**config.mk**
```make
export PLATFORM = sky130hd
export DESIGN_NAME = timer_access_arbiter
export DESIGN_NICKNAME = d
export VERILOG_FILES = /design/src/rtl/timer_pkg.sv /design/src/rtl/timer_access_arbiter_rr_arbiter.sv /design/src/rtl/timer_access_arbiter.sv
export SDC_FILE = /design/constraint.sdc
export NUM_CORES = 1
export LEC_CHECK = 0
export BUFFER_PORTS_ARGS = -buffer_cell sky130_fd_sc_hd__buf_2
export CAP_MARGIN = 15
export CORE_MARGIN = 8
export CORE_UTILIZATION = 47
export DETAILED_ROUTE_END_ITERATION = 8
export PLACE_DENSITY = 0.87
export SLEW_MARGIN = 15
export SYNTH_ARGS = -nofsm -noshare
export SYNTH_HDL_FRONTEND = slang
export SYNTH_HIERARCHICAL = 1
export SYNTH_SLANG_ARGS = --single-unit
```
**constraint.sdc**
```tcl
create_clock -name CLK -period 3.6 [get_ports CLK]
set_input_delay 0 -clock CLK [delete_from_list [all_inputs] [get_ports CLK]]
set_output_delay 0 -clock CLK [all_outputs]
set_load 0.02 [all_outputs]
```
**src/rtl/timer_pkg.sv**
```systemverilog
// Shared types and constants for the shared-timer programming arbiter.
package timer_pkg;

  typedef enum logic [2:0] {
    IDLE = 3'd0,
    CFG  = 3'd1,
    MSB  = 3'd2,
    LSB  = 3'd3,
    DONE = 3'd4
  } state_e;

  localparam int unsigned CFG_RUN_BIT   = 7;
  localparam int unsigned CFG_MODE_BIT  = 6;
  localparam int unsigned CFG_PRESC_MSB = 5;
  localparam int unsigned CFG_PRESC_LSB = 0;

  localparam int unsigned CFG_W    = 8;
  localparam int unsigned RELOAD_W = 16;

endpackage

```
**src/rtl/timer_access_arbiter_rr_arbiter.sv**
```systemverilog
// Round-robin request picker: first requester searching upward from last+1.
module rr_arbiter #(
  parameter int unsigned NUM_CORES = 4,
  parameter int unsigned IDX_W     = $clog2(NUM_CORES)
) (
  input  logic [NUM_CORES-1:0] req,
  input  logic [IDX_W-1:0]     last,
  output logic [IDX_W-1:0]     gnt_idx,
  output logic                 gnt_valid
);

  logic [IDX_W-1:0] cand;

  // Walk the candidates in priority order, keep the first one that requests.
  always_comb begin
    gnt_idx   = '0;
    gnt_valid = 1'b0;
    cand      = '0;
    for (int unsigned i = 1; i <= NUM_CORES; i++) begin
      cand = IDX_W'((32'(last) + i) % NUM_CORES);
      if (!gnt_valid && req[cand]) begin
        gnt_idx   = cand;
        gnt_valid = 1'b1;
      end
    end
  end

endmodule

```
**src/rtl/timer_access_arbiter.sv**
```systemverilog
// Shares one timer among several cores: arbitrates program requests, runs the
// byte-wide write sequence and routes overflow edges to the current owner.
module timer_access_arbiter
  import timer_pkg::*;
#(
  parameter int unsigned NUM_CORES = 4,
  parameter int unsigned IDX_W     = $clog2(NUM_CORES)
) (
  input  logic                          CLK,
  input  logic                          CPU_Reset,
  input  logic [NUM_CORES-1:0]          REQ,
  input  logic [CFG_W*NUM_CORES-1:0]    REQ_CONFIG,
  input  logic [RELOAD_W*NUM_CORES-1:0] REQ_RELOAD,
  output logic [NUM_CORES-1:0]          ACK,
  output logic                          BUSY,
  output logic [IDX_W-1:0]              OWNER,
  output logic                          OWNER_VALID,
  output logic [NUM_CORES-1:0]          OV_FLAG,
  input  logic [NUM_CORES-1:0]          OV_CLR,
  output logic                          TIMER_EN,
  output logic                          TIMER_SET_REGISTER,
  output logic                          TIMER_WR_MSB,
  output logic                          TIMER_WR_LSB,
  output logic [7:0]                    TIMER_DATA,
  input  logic                          TIMER_OV
);

  state_e                state_q, state_d;
  logic [IDX_W-1:0]      last_q, last_d;
  logic [IDX_W-1:0]      grant_q, grant_d;
  logic [CFG_W-1:0]      cfg_q, cfg_d;
  logic [RELOAD_W-1:0]   reload_q, reload_d;
  logic [IDX_W-1:0]      owner_q, owner_d;
  logic                  owner_valid_q, owner_valid_d;
  logic [NUM_CORES-1:0]  ov_flag_q, ov_flag_d;
  logic                  ov_prev_q, ov_prev_d;
  logic [NUM_CORES-1:0]  ack_q, ack_d;
  logic                  en_q, en_d;
  logic                  set_q, set_d;
  logic                  msb_q, msb_d;
  logic                  lsb_q, lsb_d;
  logic [7:0]            data_q, data_d;

  logic [IDX_W-1:0]      gnt_idx;
  logic                  gnt_valid;
  logic                  ov_edge;
  logic [NUM_CORES-1:0]  ov_set;
  logic [NUM_CORES-1:0]  ov_clr;

  rr_arbiter #(
    .NUM_CORES (NUM_CORES),
    .IDX_W     (IDX_W)
  ) u_rr_arbiter (
    .req       (REQ),
    .last      (last_q),
    .gnt_idx   (gnt_idx),
    .gnt_valid (gnt_valid)
  );

  // Next state, payload latches and next-cycle output values; flag set beats clear.
  always_comb begin
    state_d       = state_q;
    last_d        = last_q;
    grant_d       = grant_q;
    cfg_d         = cfg_q;
    reload_d      = reload_q;
    owner_d       = owner_q;
    owner_valid_d = owner_valid_q;
    ov_prev_d     = TIMER_OV;
    ack_d         = '0;
    en_d          = 1'b0;
    set_d         = 1'b0;
    msb_d         = 1'b0;
    lsb_d         = 1'b0;
    data_d        = '0;
    ov_set        = '0;
    ov_clr        = OV_CLR;

    unique case (state_q)
      IDLE: begin
        if (gnt_valid) begin
          state_d  = CFG;
          grant_d  = gnt_idx;
          last_d   = gnt_idx;
          cfg_d    = REQ_CONFIG[CFG_W*32'(gnt_idx) +: CFG_W];
          reload_d = REQ_RELOAD[RELOAD_W*32'(gnt_idx) +: RELOAD_W];
          en_d     = 1'b1;
          set_d    = 1'b1;
          data_d   = REQ_CONFIG[CFG_W*32'(gnt_idx) +: CFG_W];
        end
      end
      CFG: begin
        state_d = MSB;
        en_d    = 1'b1;
        msb_d   = 1'b1;
        data_d  = reload_q[15:8];
      end
      MSB: begin
        state_d = LSB;
        en_d    = 1'b1;
        lsb_d   = 1'b1;
        data_d  = reload_q[7:0];
      end
      LSB: begin
        state_d        = DONE;
        ack_d[grant_q] = 1'b1;
        owner_d        = grant_q;
        owner_valid_d  = 1'b1;
      end
      DONE: begin
        state_d         = IDLE;
        ov_clr[grant_q] = 1'b1;
      end
      default: state_d = IDLE;
    endcase

    ov_edge = TIMER_OV & ~ov_prev_q;
    if (ov_edge && owner_valid_q && !(state_q inside {CFG, MSB, LSB})) begin
      ov_set[owner_q] = 1'b1;
    end
    ov_flag_d = (ov_flag_q & ~ov_clr) | ov_set;
  end

  // State and output registers with synchronous reset.
  always_ff @(posedge CLK) begin
    if (CPU_Reset) begin
      state_q       <= IDLE;
      last_q        <= IDX_W'(NUM_CORES - 1);
      grant_q       <= '0;
      cfg_q         <= '0;
      reload_q      <= '0;
      owner_q       <= '0;
      owner_valid_q <= 1'b0;
      ov_flag_q     <= '0;
      ov_prev_q     <= 1'b0;
      ack_q         <= '0;
      en_q          <= 1'b0;
      set_q         <= 1'b0;
      msb_q         <= 1'b0;
      lsb_q         <= 1'b0;
      data_q        <= '0;
    end else begin
      state_q       <= state_d;
      last_q        <= last_d;
      grant_q       <= grant_d;
      cfg_q         <= cfg_d;
      reload_q      <= reload_d;
      owner_q       <= owner_d;
      owner_valid_q <= owner_valid_d;
      ov_flag_q     <= ov_flag_d;
      ov_prev_q     <= ov_prev_d;
      ack_q         <= ack_d;
      en_q          <= en_d;
      set_q         <= set_d;
      msb_q         <= msb_d;
      lsb_q         <= lsb_d;
      data_q        <= data_d;
    end
  end

  assign BUSY               = (state_q != IDLE);
  assign ACK                = ack_q;
  assign OWNER              = owner_q;
  assign OWNER_VALID        = owner_valid_q;
  assign OV_FLAG            = ov_flag_q;
  assign TIMER_EN           = en_q;
  assign TIMER_SET_REGISTER = set_q;
  assign TIMER_WR_MSB       = msb_q;
  assign TIMER_WR_LSB       = lsb_q;
  assign TIMER_DATA         = data_q;

endmodule
```
# After elaboration in Yosys (flattened, before gate mapping)
# Index checks and enable logic that the tools add are counted.
[word_totals]
regBits = 47
input_bits = 107
[op_classes]
addsub = 4
n_lt_le_gt_ge = 8
eq_ne = 5
n_shift = 2
muxes = 30
bitwise = 8
n_reduce_logical = 18
[ops]
columns = ["operator", "count"]
rows = [
  ["$shiftx 64x7->16", 1],
  ["$shiftx 32x6->8", 1],
  ["$pmux 8 s3", 1],
  ["$lt 2x3->1 const B", 6],
  ["$mux 1", 13],
  ["$pmux 3 s4", 1],
  ["$bmux 1 s2", 4],
  ["$mux 2", 4],
  ["$mux 4", 2],
  ["$mux 8", 1],
  ["$or 4x4->4", 2],
  ["$logic_and 1x1->1", 7],
  ["$eq 3x2->1 const B", 2],
  ["$reduce_bool 3->1", 2],
  ["$reduce_or 2->1", 3],
  ["$add 2x1->2 const B", 2],
  ["$add 2x2->2 const B", 2],
  ["$and 4x4->4", 1],
  ["$demux 1 s2", 2],
  ["$ge 2x1->1 const B", 2],
  ["$logic_not 1->1", 4],
  ["$not 4->4", 1],
  ["$eq 3x1->1 const B", 1],
  ["$eq 3x3->1 const B", 1],
  ["other kinds (7)", 9],
]

# Depth between registers and ports, before layout
# Gate-level depths: netlist of run 1.
[logic_depth]
word_depth = 16
mapped_depth = 7

# Cells and area by module
# The synthesis of run 1 kept the hierarchy.
[by_module_without_submodules]
columns = ["module", "n_inst", "cells_each", "area_each_um2", "seq_area_each_um2"]
rows = [
  ["timer_access_arbiter", 1, 180, 2217.1, 940.9],
  ["rr_arbiter", 1, 14, 91.3, 0.0],
]

# Least setup slack after synthesis of run 1
# Ideal clock, no wire load.
[synth_timing]
path_kind = "reg-to-reg"
start = "reg last_q[1]"
end = "reg reload_q[0]"
setup_ns = 0.117
arrival_time_ns = 1.898
required_time_ns = 3.483
path_slack_ns = 1.585
stages_incl_launch_ff = 8
path_buffers = 2
synth_period_minus_slack_ns = 2.015
path_cell_list = "dfxtp_1 > nand2b_1 > a21oi_2 > o221ai_2 > buf_4 > buf_2 > mux4_2 > a22o_1"
[synth_between]
elab_chain_len = 14
elab_cells_between_ends = 28
[synth_rtl]
columns = ["item", "line", "source"]
rows = [
  ["start, declared", "timer_access_arbiter.sv:29", "logic [IDX_W-1:0] last_q, last_d;"],
  ["start signal, assigned", "timer_access_arbiter.sv:128", "last_q <= IDX_W'(NUM_CORES - 1);"],
  ["start signal, assigned", "timer_access_arbiter.sv:144", "last_q <= last_d;"],
  ["$add 2x1->2", "timer_access_arbiter_rr_arbiter.sv:20", "cand = IDX_W'((32'(last) + i) % NUM_CORES);"],
  ["$bmux 1 s2", "timer_access_arbiter_rr_arbiter.sv:21", "if (!gnt_valid && req[cand]) begin"],
  ["$mux 1 (implied by the code)", "timer_access_arbiter_rr_arbiter.sv:21", ""],
  ["$mux 1", "timer_access_arbiter_rr_arbiter.sv:21", ""],
  ["$logic_not 1->1", "timer_access_arbiter_rr_arbiter.sv:21", ""],
  ["$logic_and 1x1->1", "timer_access_arbiter_rr_arbiter.sv:21", ""],
  ["$mux 1", "timer_access_arbiter_rr_arbiter.sv:21", ""],
  ["$logic_not 1->1", "timer_access_arbiter_rr_arbiter.sv:21", ""],
  ["$logic_and 1x1->1", "timer_access_arbiter_rr_arbiter.sv:21", ""],
  ["$mux 1", "timer_access_arbiter_rr_arbiter.sv:21", ""],
  ["$logic_not 1->1", "timer_access_arbiter_rr_arbiter.sv:21", ""],
  ["$logic_and 1x1->1", "timer_access_arbiter_rr_arbiter.sv:21", ""],
  ["$mux 2 (*)", "timer_access_arbiter_rr_arbiter.sv:21", ""],
  ["named net gnt_idx[0]", "timer_access_arbiter.sv:44", "logic [IDX_W-1:0] gnt_idx;"],
  ["$shiftx 64x7->16 (*)", "timer_access_arbiter.sv:86", "reload_d = REQ_RELOAD[RELOAD_W*32'(gnt_idx) +: RELOAD_W];"],
  ["end signal, assigned", "timer_access_arbiter.sv:147", "reload_q <= reload_d;"],
  ["end, declared", "timer_access_arbiter.sv:32", "logic [RELOAD_W-1:0] reload_q, reload_d;"],
]
# Mark *: on every way through the listed nets, which the timed path passes. The rest lies on a longest branch. The select of a mux whose other input is x is not followed.
# A chain may end at the register's enable or synchronous reset.

# Worst setup path in the final report of run 1
[layout_timing]
start = "reg last_q[1]"
end = "reg data_q[5] (netlist: TIMER_DATA[5])"
[layout_between]
elab_chain_len = 16
elab_cells_between_ends = 29
[layout_rtl]
columns = ["item", "line", "source"]
rows = [
  ["$add 2x1->2", "timer_access_arbiter_rr_arbiter.sv:20", ""],
  ["$bmux 1 s2", "timer_access_arbiter_rr_arbiter.sv:21", ""],
  ["$mux 1 (implied by the code)", "timer_access_arbiter_rr_arbiter.sv:21", ""],
  ["$mux 1", "timer_access_arbiter_rr_arbiter.sv:21", ""],
  ["$logic_not 1->1", "timer_access_arbiter_rr_arbiter.sv:21", ""],
  ["$logic_and 1x1->1", "timer_access_arbiter_rr_arbiter.sv:21", ""],
  ["$mux 1", "timer_access_arbiter_rr_arbiter.sv:21", ""],
  ["$logic_not 1->1", "timer_access_arbiter_rr_arbiter.sv:21", ""],
  ["$logic_and 1x1->1", "timer_access_arbiter_rr_arbiter.sv:21", ""],
  ["$mux 1", "timer_access_arbiter_rr_arbiter.sv:21", ""],
  ["$logic_not 1->1", "timer_access_arbiter_rr_arbiter.sv:21", ""],
  ["$logic_and 1x1->1", "timer_access_arbiter_rr_arbiter.sv:21", ""],
  ["$mux 2 (*)", "timer_access_arbiter_rr_arbiter.sv:21", ""],
  ["named net gnt_idx[0]", "timer_access_arbiter.sv:44", ""],
  ["$shiftx 32x6->8 (*)", "timer_access_arbiter.sv:89", "data_d = REQ_CONFIG[CFG_W*32'(gnt_idx) +: CFG_W];"],
  ["$mux 8 (*)", "timer_access_arbiter.sv:81", "if (gnt_valid) begin"],
  ["$pmux 8 s3 (*)", "timer_access_arbiter.sv:79", "unique case (state_q)"],
  ["end signal, assigned", "timer_access_arbiter.sv:157", "data_q <= data_d;"],
  ["end, declared", "timer_access_arbiter.sv:42", "logic [7:0] data_q, data_d;"],
]
# Marks and branches as above.

==> flow_summary.ini, run 1 <==
[route]
wl_per_cell_um = 17.3
via_per_inst = 5.43
wl_mm = 6.70
ant_nets = 0
dr.pass1.iters = 4
drcViolationCount = 0
vias = 2106
drtIter0Drc = 93

[clock_network]
clk_path_buf_depth = 2
htree_levels = 2
cts-root-buf = clkbuf_8
cts_buffers = 5
cts_setup_buffers = 0
cts.sinks = 47
clkLatencyLatePin_ns = 0.30
tritoncts = built
clkTransAtPathRegs_ns = 0.09

[timing]
skew_ns = 0.0143
fmax_ghz = 0.418
post-route-period-util_pct = 66.5
finalSetupViolations = 0
slew_headroom_pct = 31.0
min_period_ns = 2.39
hold_ws_ns = 0.0328
rsz0062_at_grt = false
worst_slew_pin_slew_ns = 1.03
hold_violations = 0
tns_ns = 0
finalMaxSlewViolations = 0

[final_layout]
syn_to_final_growth_pct = 34.3
layout.nets = 427
stdcell_count = 388
seq_area_um2 = 941
multiInputGateArea_mm2 = 0.00127
n_antenna_cell = 0
n_fill_cell = 371
drive_above_1_share_pct = 53.3
final_util_pct = 65.6

[critical_path]
setup.worst_path.end = TIMER_DATA[5]$_SDFF_PP0_
cp_max_fo = 17
worstPathArrival_ns = 2.59
r2r-start = last_q[1]$_SDFFE_PP1P_
r2r_end = TIMER_DATA[5]$_SDFF_PP0_
rrSetupSlack_ns = 1.21
cp-end-kind = register
rr_worst_depth = 6
worstPathRequired_ns = 3.80
startpoint = last_q[1]$_SDFFE_PP1P_
path_class = register to register
worstSetupStartpointType = register

[global_routing]
antenna_found_initial = 0
grt_max_degree = 26
grt_first_pass_wirelength_mm = 10.5
grt_pass1_vias = 2255
overflow = 0
grt_usage_pct = 17.8

[placement]
dp_hpwl_mm = 5.40
gp_congestion = 0.789
dp_cells = 377
io_buffers = 130

[logic_synthesis]
synth_edf_count = 0
ys_warn_count = 6
ys_types = 36
synthArstFlopShare_pct = 0
ys.flop_type = dfxtp_1
synth_fp_nets = 301
synth_area_mm2 = 0.00231
synth_seq_cells = 47
synth_cells = 194
seq_area_frac_synth_pct = 40.8
syn_avg_cell_area_um2 = 11.9

[floorplan]
rows = 25
core_area_mm2 = 0.00472
io_pins = 131
chipHeight_um = 86.1
start_util_pct = 48.9
dieArea_mm2 = 0.00741
die_w_um = 86.1

[run_status]
status = finished, final reports clean

[power_and_ir_drop]
power_mw = 1.31
power.density_mw_per_mm2 = 423
leakagePower_nw = 1.41
ir_worst_vdd_uv = 218

[worst_hold_path]
min_from = OV_CLR[2]
min_path_type = input pin to register

[job]
max-cap-violations = 0
## stage by stage
step	cell area [um^2]	worst slack, ns
after global placement	2980	1.22
final	3100	1.21
after CTS	3100	1.12
after global routing	3100	0.950
after detailed placement	2980	1.12
after floorplan	2310	1.59
## cells in the mapped netlist, drive strengths merged, types with 2 or more instances
cell type  count  share of area [%]
mux4          24                 23
and2b          2               0.65
a22oi          8                2.6
mux2i          3                1.3
clkbuf         7                1.1
nand2b         5                1.4
nor2          15                3.1
buf            9                2.8
nor2b          2               0.54
o2bb2ai        8                3.0
o31ai          4                1.3
nand3b         2               0.65
dfxtp         47                 41
a22o          16                6.1
and3           2               0.54
nor3           2               0.43
a21oi          9                2.1
nand2          8                1.3
nor4           2               0.54
o311ai         4                1.5
inv            6               0.98
## cell usage in the layout, fill, tap and decap left out, drive strengths merged, types with 5 or more instances in the layout
cell       n
clkbuf     5
mux4      24
dfxtp     47
nor2      15
buf      132
a21oi      9
inv        7
o2bb2ai    8
a22oi      8
nand2      8
nand2b     5
a22o      16
## worst min-delay path by stage
stage	slack, ns	to	cells past startpoint
floorplan	0.08	ov_prev_q$_SDFF_PP0_	1
global placement	0.28	ov_prev_q$_SDFF_PP0_	2
detailed placement	0.29	ov_prev_q$_SDFF_PP0_	2
CTS	0.01	OV_FLAG[3]$_SDFF_PP0_	4
global route	0.03	OV_FLAG[2]$_SDFF_PP0_	4
finish	0.03	OV_FLAG[2]$_SDFF_PP0_	4
## kinds of logic (layout without fill, tap and decap cells)
kind of cell	after synthesis	after routing	share of synthesized area, %
AO/OA/AOI/OAI	52	52	17.9
multiplexers	27	27	24.7
buffers and inverters	22	149	4.93
flip-flops	47	47	40.8
AND/OR/NAND/NOR	46	46	11.7
## flip-flops by register name (all words and copies together), names as in the netlist, 2 cells and up
| register | count |
|---|---|
| reload_q | 16 |
| TIMER_DATA | 8 |
| ACK | 4 |
| OV_FLAG | 4 |
| state_q | 3 |
| OWNER | 2 |
| grant_q | 2 |
| last_q | 2 |
## worst max-delay path, cell delays in order, from the launching register on
cell       delay [ns]
dfxtp_1          0.43
nand2b_1         0.15
a21oi_2          0.07
o221ai_4         0.64
buf_4            0.34
mux4_2           0.53
o2bb2ai_1        0.13
## metal layers
| metal | wire length [um] | global-route usage [%] |
|---|---|---|
| met3 | 602 | 6.49 |
| met2 | 3330 | 28.9 |
| met4 | 129 | 7.17 |
| met1 | 2640 | 20.7 |
| met5 | 0 | 0 |
## where the power goes
part	switching [mW]	total, mW	internal, mW	leakage, nW
registers	0.0406	0.616	0.575	0.386
clock network	0.175	0.312	0.137	0.0483
logic	0.174	0.383	0.209	0.975
total	0.390	1.31	0.921	1.41
## area by class of cell
cell class                      count  share of cell area [%]
Clock inverter                      3                   0.606
Timing Repair Buffer              135                    22.4
Multi-Input combinational cell    125                    40.9
Sequential cell                    47                    30.4
Inverter                            6                   0.727
Tap cell                           67                    2.70
Clock buffer                        5                    2.22
## what timing repair did
item	4_1_cts	5_1_grt
resized for setup	0	0
hold buffers	3	0
endpoints found under the setup margin	0	0
endpoints found under the hold margin	3	0
Power figures use the tool's default switching activity.
==> run 2: changes to the inputs <==
Settings changed: CORE_UTILIZATION 47 to 40, PLACE_DENSITY 0.87 to 0.79.
Clock period 3.6 ns to 2.2 ns, I/O delays scaled along.
==> run 2 against run 1 <==
Net effect: combinational power increased by 67%; via count decreased by 1.9%; cell count increased by 1.0%; register-to-register slack got worse by 0.98 ns; maximum frequency increased by 21%; first-iteration DRC count increased by 16%; largest power group unchanged; critical path type unchanged; routed wire length decreased by 0.10%; global-route usage decreased by 2.4 points; critical path depth unchanged.
==> flow_summary.ini, run 2 (same netlist as run 1, synthesis figures left out) <==
[run_status]
status = finished, final reports clean

[clock_network]
htree_levels = 2
cts-root-buf = clkbuf_8
ctsResizeCount = 0
cts.sinks = 47
clkTransAtPathRegs_ns = 0.08
cts_setup_buffers = 0
tritoncts = built
clkLatencyLatePin_ns = 0.29
cts_buffers = 5
clk_path_buf_depth = 2

[critical_path]
startpoint = last_q[1]$_SDFFE_PP1P_
cp_max_fo = 25
worstPathArrival_ns = 2.16
cp-end-kind = register
r2r-start = last_q[1]$_SDFFE_PP1P_
worstPathRequired_ns = 2.38
path_class = register to register
worstSetupStartpointType = register

[route]
drtIter0Drc = 108
wl_mm = 6.69
vias = 2066
ant_nets = 0
via_per_inst = 5.27
dr.pass1.iters = 4
drcViolationCount = 0
wl_per_cell_um = 17.1

[floorplan]
rows = 27
core_area_mm2 = 0.00554
die_w_um = 92.0
start_util_pct = 41.7
chipHeight_um = 92.0
io_pins = 131
dieArea_mm2 = 0.00846

[worst_hold_path]
min_path_type = input pin to register
min_from = OV_CLR[1]

[global_routing]
grt_usage_pct = 15.4
grt_max_degree = 26
antenna_found_initial = 0
grt_pass1_vias = 2216
overflow = 0
grt_first_pass_wirelength_mm = 10.6

[final_layout]
final_cell_mix = buf_2 (130), dfxtp_1 (47), mux4_2 (24), a22o_1 (16), nor2_1 (14)
drive_above_1_share_pct = 53.1
final_common_cell = buf_2
top_register = reload_q
n_antenna_cell = 0
syn_to_final_growth_pct = 35.6
layout.nets = 427
stdcell_count = 392
largest_reg_flops = 16

[timing]
slew_headroom_pct = 27.8
fmax_ghz = 0.506
finalSetupViolations = 0
worst_slew_pin_slew_ns = 1.08
skew_ns = 0.00362
min_period_ns = 1.98
post-route-period-util_pct = 89.8
finalMaxSlewViolations = 0
tns_ns = 0
hold_violations = 0
rsz0062_at_grt = false

[placement]
io_buffers = 130
dp_cells = 383
dp_hpwl_mm = 5.36
gp_congestion = 0.778

[power_and_ir_drop]
power.density_mw_per_mm2 = 716
ir_worst_vdd_uv = 471
leakagePower_nw = 1.42

[job]
max-cap-violations = 0
==> run 2: cell count changes in the layout (fill, tap and decap cells not counted) <==
cell           before  now
bufinv_16           0    1
buf_12              0    1
inv_6               1    0
dlygate4sd3_1       3    2
clkbuf_1            0    1
clkinv_2            2    0
==> run 2: timing repair <==
| item | in CTS | in global routing |
|---|---|---|
| endpoints found under the setup margin | 0 | 0 |
| hold endpoints to repair | 2 | 0 |
| hold buffers | 2 | 0 |
==> run 2: cell type report <==
class / instances / area (um^2)
fillers: 503 / 2410
multi-input cells: 125 / 1270
flip-flops and latches: 47 / 941
repair buffers: 135 / 706
well taps: 72 / 90.1
clock buffers: 6 / 72.6
clock inverters: 1 / 30.0
inverters: 6 / 22.5
==> run 2: per-layer routing <==
metal,global-route usage (%),part of all wire (%)
met1,19.7,43
met2,24.3,49
met4,4.97,1.0
met5,0,0
met3,4.65,6.8
==> run 2: stage by stage <==
step | hold slack [ns] | util [%] | worst slack, ns | total power, mW | area (um^2)
4_1_cts | 0.00762 | 56.5 | 0.227 | 2.26 | 3130
5_1_grt | 0.0192 | 56.5 | 0.0902 | 2.36 | 3130
3_5_place_dp | 0.287 | 54.3 | 0.241 | 1.67 | 3010
3_3_place_gp | 0.286 | 54.3 | 0.291 | 1.65 | 3010
2_1_floorplan | 0.0832 | - | 0.185 | 1.46 | 2310
6_report | 0.0102 | 56.5 | 0.225 | 2.24 | 3130
==> run 2: power by group <==
part	internal, mW	switching [mW]
Clock	0.333	0.262
Sequential	0.941	0.0651
Combinational	0.350	0.289
==> run 2: final timing paths <==
path | to | slack [ns] | cells after the start
worst max register to register | reload_q[10]$_SDFFE_PP0P_ | 0.22 | 6
worst max-delay path | reload_q[10]$_SDFFE_PP0P_ | 0.22 | 6
worst min register to register | OWNER_VALID$_SDFFE_PP0P_ | 0.48 | 2
worst min-delay path | OV_FLAG[1]$_SDFF_PP0_ | 0.01 | 4
==> run 2: worst max-delay path, stage by stage, from the launching register on <==
cell      delay [ns]
dfxtp_1         0.44
nand2b_1        0.15
a21oi_2         0.07
o221ai_4        0.19
buf_12          0.25
mux4_2          0.53
a22o_1          0.24
==> run 3: changes to the inputs <==
Settings changed: RECOVER_POWER set to 25, SLEW_MARGIN 15 to not set.
==> run 3 against run 2 <==
Net effect: die area is the same; core utilization shrank 0.36 points; first-iteration DRC count shrank 4.6%; non-clock buffer count is the same; critical path depth shrank 3; worst setup slack gained 0.0040 ns; hold slack gained 0.00068 ns; design area shrank 0.64%; sequential share of layout area grew 0.19 points; sequential cell count is the same; largest cell class unchanged; largest power group unchanged.
==> flow_summary.ini, run 3 (same netlist as run 1, synthesis figures left out) <==
[final_layout]
n_fill_cell = 514
n_antenna_cell = 0
stdcell_count = 392
layout.nets = 427
final_util_pct = 56.1
top_register = reload_q
design_area_mm2 = 0.00311
final_cell_mix = buf_2 (114), dfxtp_1 (47), mux4_2 (24), clkbuf_1 (17), a22o_1 (16)
syn_to_final_growth_pct = 34.7
largest_reg_flops = 16
drive_above_1_share_pct = 48.1
final_common_cell = buf_2

[critical_path]
path_class = register to register
r2r-start = state_q[0]$_SDFFE_PP0P_
rr_worst_depth = 3
startpoint = state_q[0]$_SDFFE_PP0P_
cp-end-kind = register
worstSetupStartpointType = register
r2r_end = reload_q[6]$_SDFFE_PP0P_
critPathMaxStageDelay_ns = 0.85
cp_cell_sequence = nor4b_2, nor2_1, a22o_1
worstPathArrival_ns = 2.20
cp_max_fo = 16
worst_path_max_delay_cell = nor2_1
worstPathRequired_ns = 2.43
rrSetupSlack_ns = 0.23
setup.worst_path.end = reload_q[6]$_SDFFE_PP0P_

[timing]
slew_headroom_pct = 26.1
finalSetupViolations = 0
hold_violations = 0
worst_slew_pin_slew_ns = 1.10
fmax_ghz = 0.507
post-route-period-util_pct = 89.6
finalWorstSetupSlack_ns = 0.229
rsz0062_at_grt = false
min_period_ns = 1.97
skew_ns = 0.00461
tns_ns = 0
finalMaxSlewViolations = 0

[global_routing]
grt_pass1_vias = 2216
grt_max_degree = 26
antenna_found_initial = 0
overflow = 0
grt_first_pass_wirelength_mm = 10.6
grt_usage_pct = 15.4

[placement]
dp_cells = 383
dp_hpwl_mm = 5.36
dp_slack_ns = 0.241
io_buffers = 130
gp_congestion = 0.778
dpl_cell_area_mm2 = 0.00301

[route]
dr.pass1.iters = 4
via_per_inst = 5.28
wl_mm = 6.73
drtIter0Drc = 103
drcViolationCount = 0
ant_nets = 0
wl_per_cell_um = 17.2
vias = 2071

[power_and_ir_drop]
ir_worst_vdd_uv = 471
leakagePower_nw = 1.35
power.density_mw_per_mm2 = 718

[floorplan]
die_w_um = 92.0
rows = 27
dieArea_mm2 = 0.00846
io_pins = 131
core_area_mm2 = 0.00554
start_util_pct = 41.7
chipHeight_um = 92.0

[clock_network]
ctsResizeCount = 0
clkLatencyLatePin_ns = 0.29
htree_levels = 2
tritoncts = built
clk_path_buf_depth = 2
cts_buffers = 5
clkTransAtPathRegs_ns = 0.08
cts.sinks = 47
cts-root-buf = clkbuf_8

[job]
max-cap-violations = 0

[run_status]
status = finished, final reports clean

[worst_hold_path]
min_path_type = input pin to register
## run 3: cell types whose count changed in the layout (fill, tap and decap cells not counted)
cell / previous run / this run
clkbuf_1: 1 / 17
buf_2: 130 / 114
## run 3: cell type report
cell class | instances | area, um^2 | area share [%]
clock inverters | 1 | 30.0 | 0.965
clock buffers | 6 | 72.6 | 2.33
inverters | 6 | 22.5 | 0.724
well taps | 72 | 90.1 | 2.90
repair buffers | 135 | 686 | 22.0
flip-flops and latches | 47 | 941 | 30.2
multi-input cells | 125 | 1270 | 40.8
## run 3: worst min path at each step
stage,from,endpoint,slack [ns],cells after the start
3_5_place_dp,TIMER_OV,ov_prev_q$_SDFF_PP0_,0.29,2
6_report,OV_CLR[1],OV_FLAG[1]$_SDFF_PP0_,0.01,4
4_1_cts,OV_CLR[1],OV_FLAG[1]$_SDFF_PP0_,0.008,4
3_3_place_gp,TIMER_OV,ov_prev_q$_SDFF_PP0_,0.29,2
5_1_grt,OV_CLR[1],OV_FLAG[1]$_SDFF_PP0_,0.02,4
2_1_floorplan,CPU_Reset,ov_prev_q$_SDFF_PP0_,0.08,1
## run 3: power by group
group          switching [mW]  internal (mW)  leakage [nW]
Clock                   0.260          0.333        0.0513
Combinational           0.288          0.343         0.917
Sequential             0.0672          0.941         0.386
Total                   0.616           1.62          1.35
## run 3: what timing repair did
| item | 4_1_cts | 5_1_grt |
|---|---|---|
| endpoints found under the setup margin | 0 | 0 |
| endpoints found under the hold margin | 2 | 0 |
| buffers inserted | 0 | 0 |
| hold buffers | 2 | 0 |
## run 3: worst max-delay path: cells and delay by family (launching register included)
kind	cells	cell delay (ns)
AOI/OAI and AO/OA	1	0.28
and+or+nand+nor	2	0.99
DFF	1	0.64
## run 3: layer usage
metal | global-route usage [%] | wire length (um) | vias to the layer above
met1 | 19.7 | 2920 | 975
met4 | 4.97 | 69 | 0
met5 | 0 | 0 | -
li1 | - | - | 1016
met3 | 4.65 | 468 | 4
met2 | 24.3 | 3270 | 76
## run 3: per-stage QoR
step                hold WS, ns  power, mW
floorplan                0.0832       1.46
global placement          0.286       1.65
detailed placement        0.287       1.67
CTS                     0.00762       2.26
global route             0.0192       2.35
finish                   0.0109       2.23
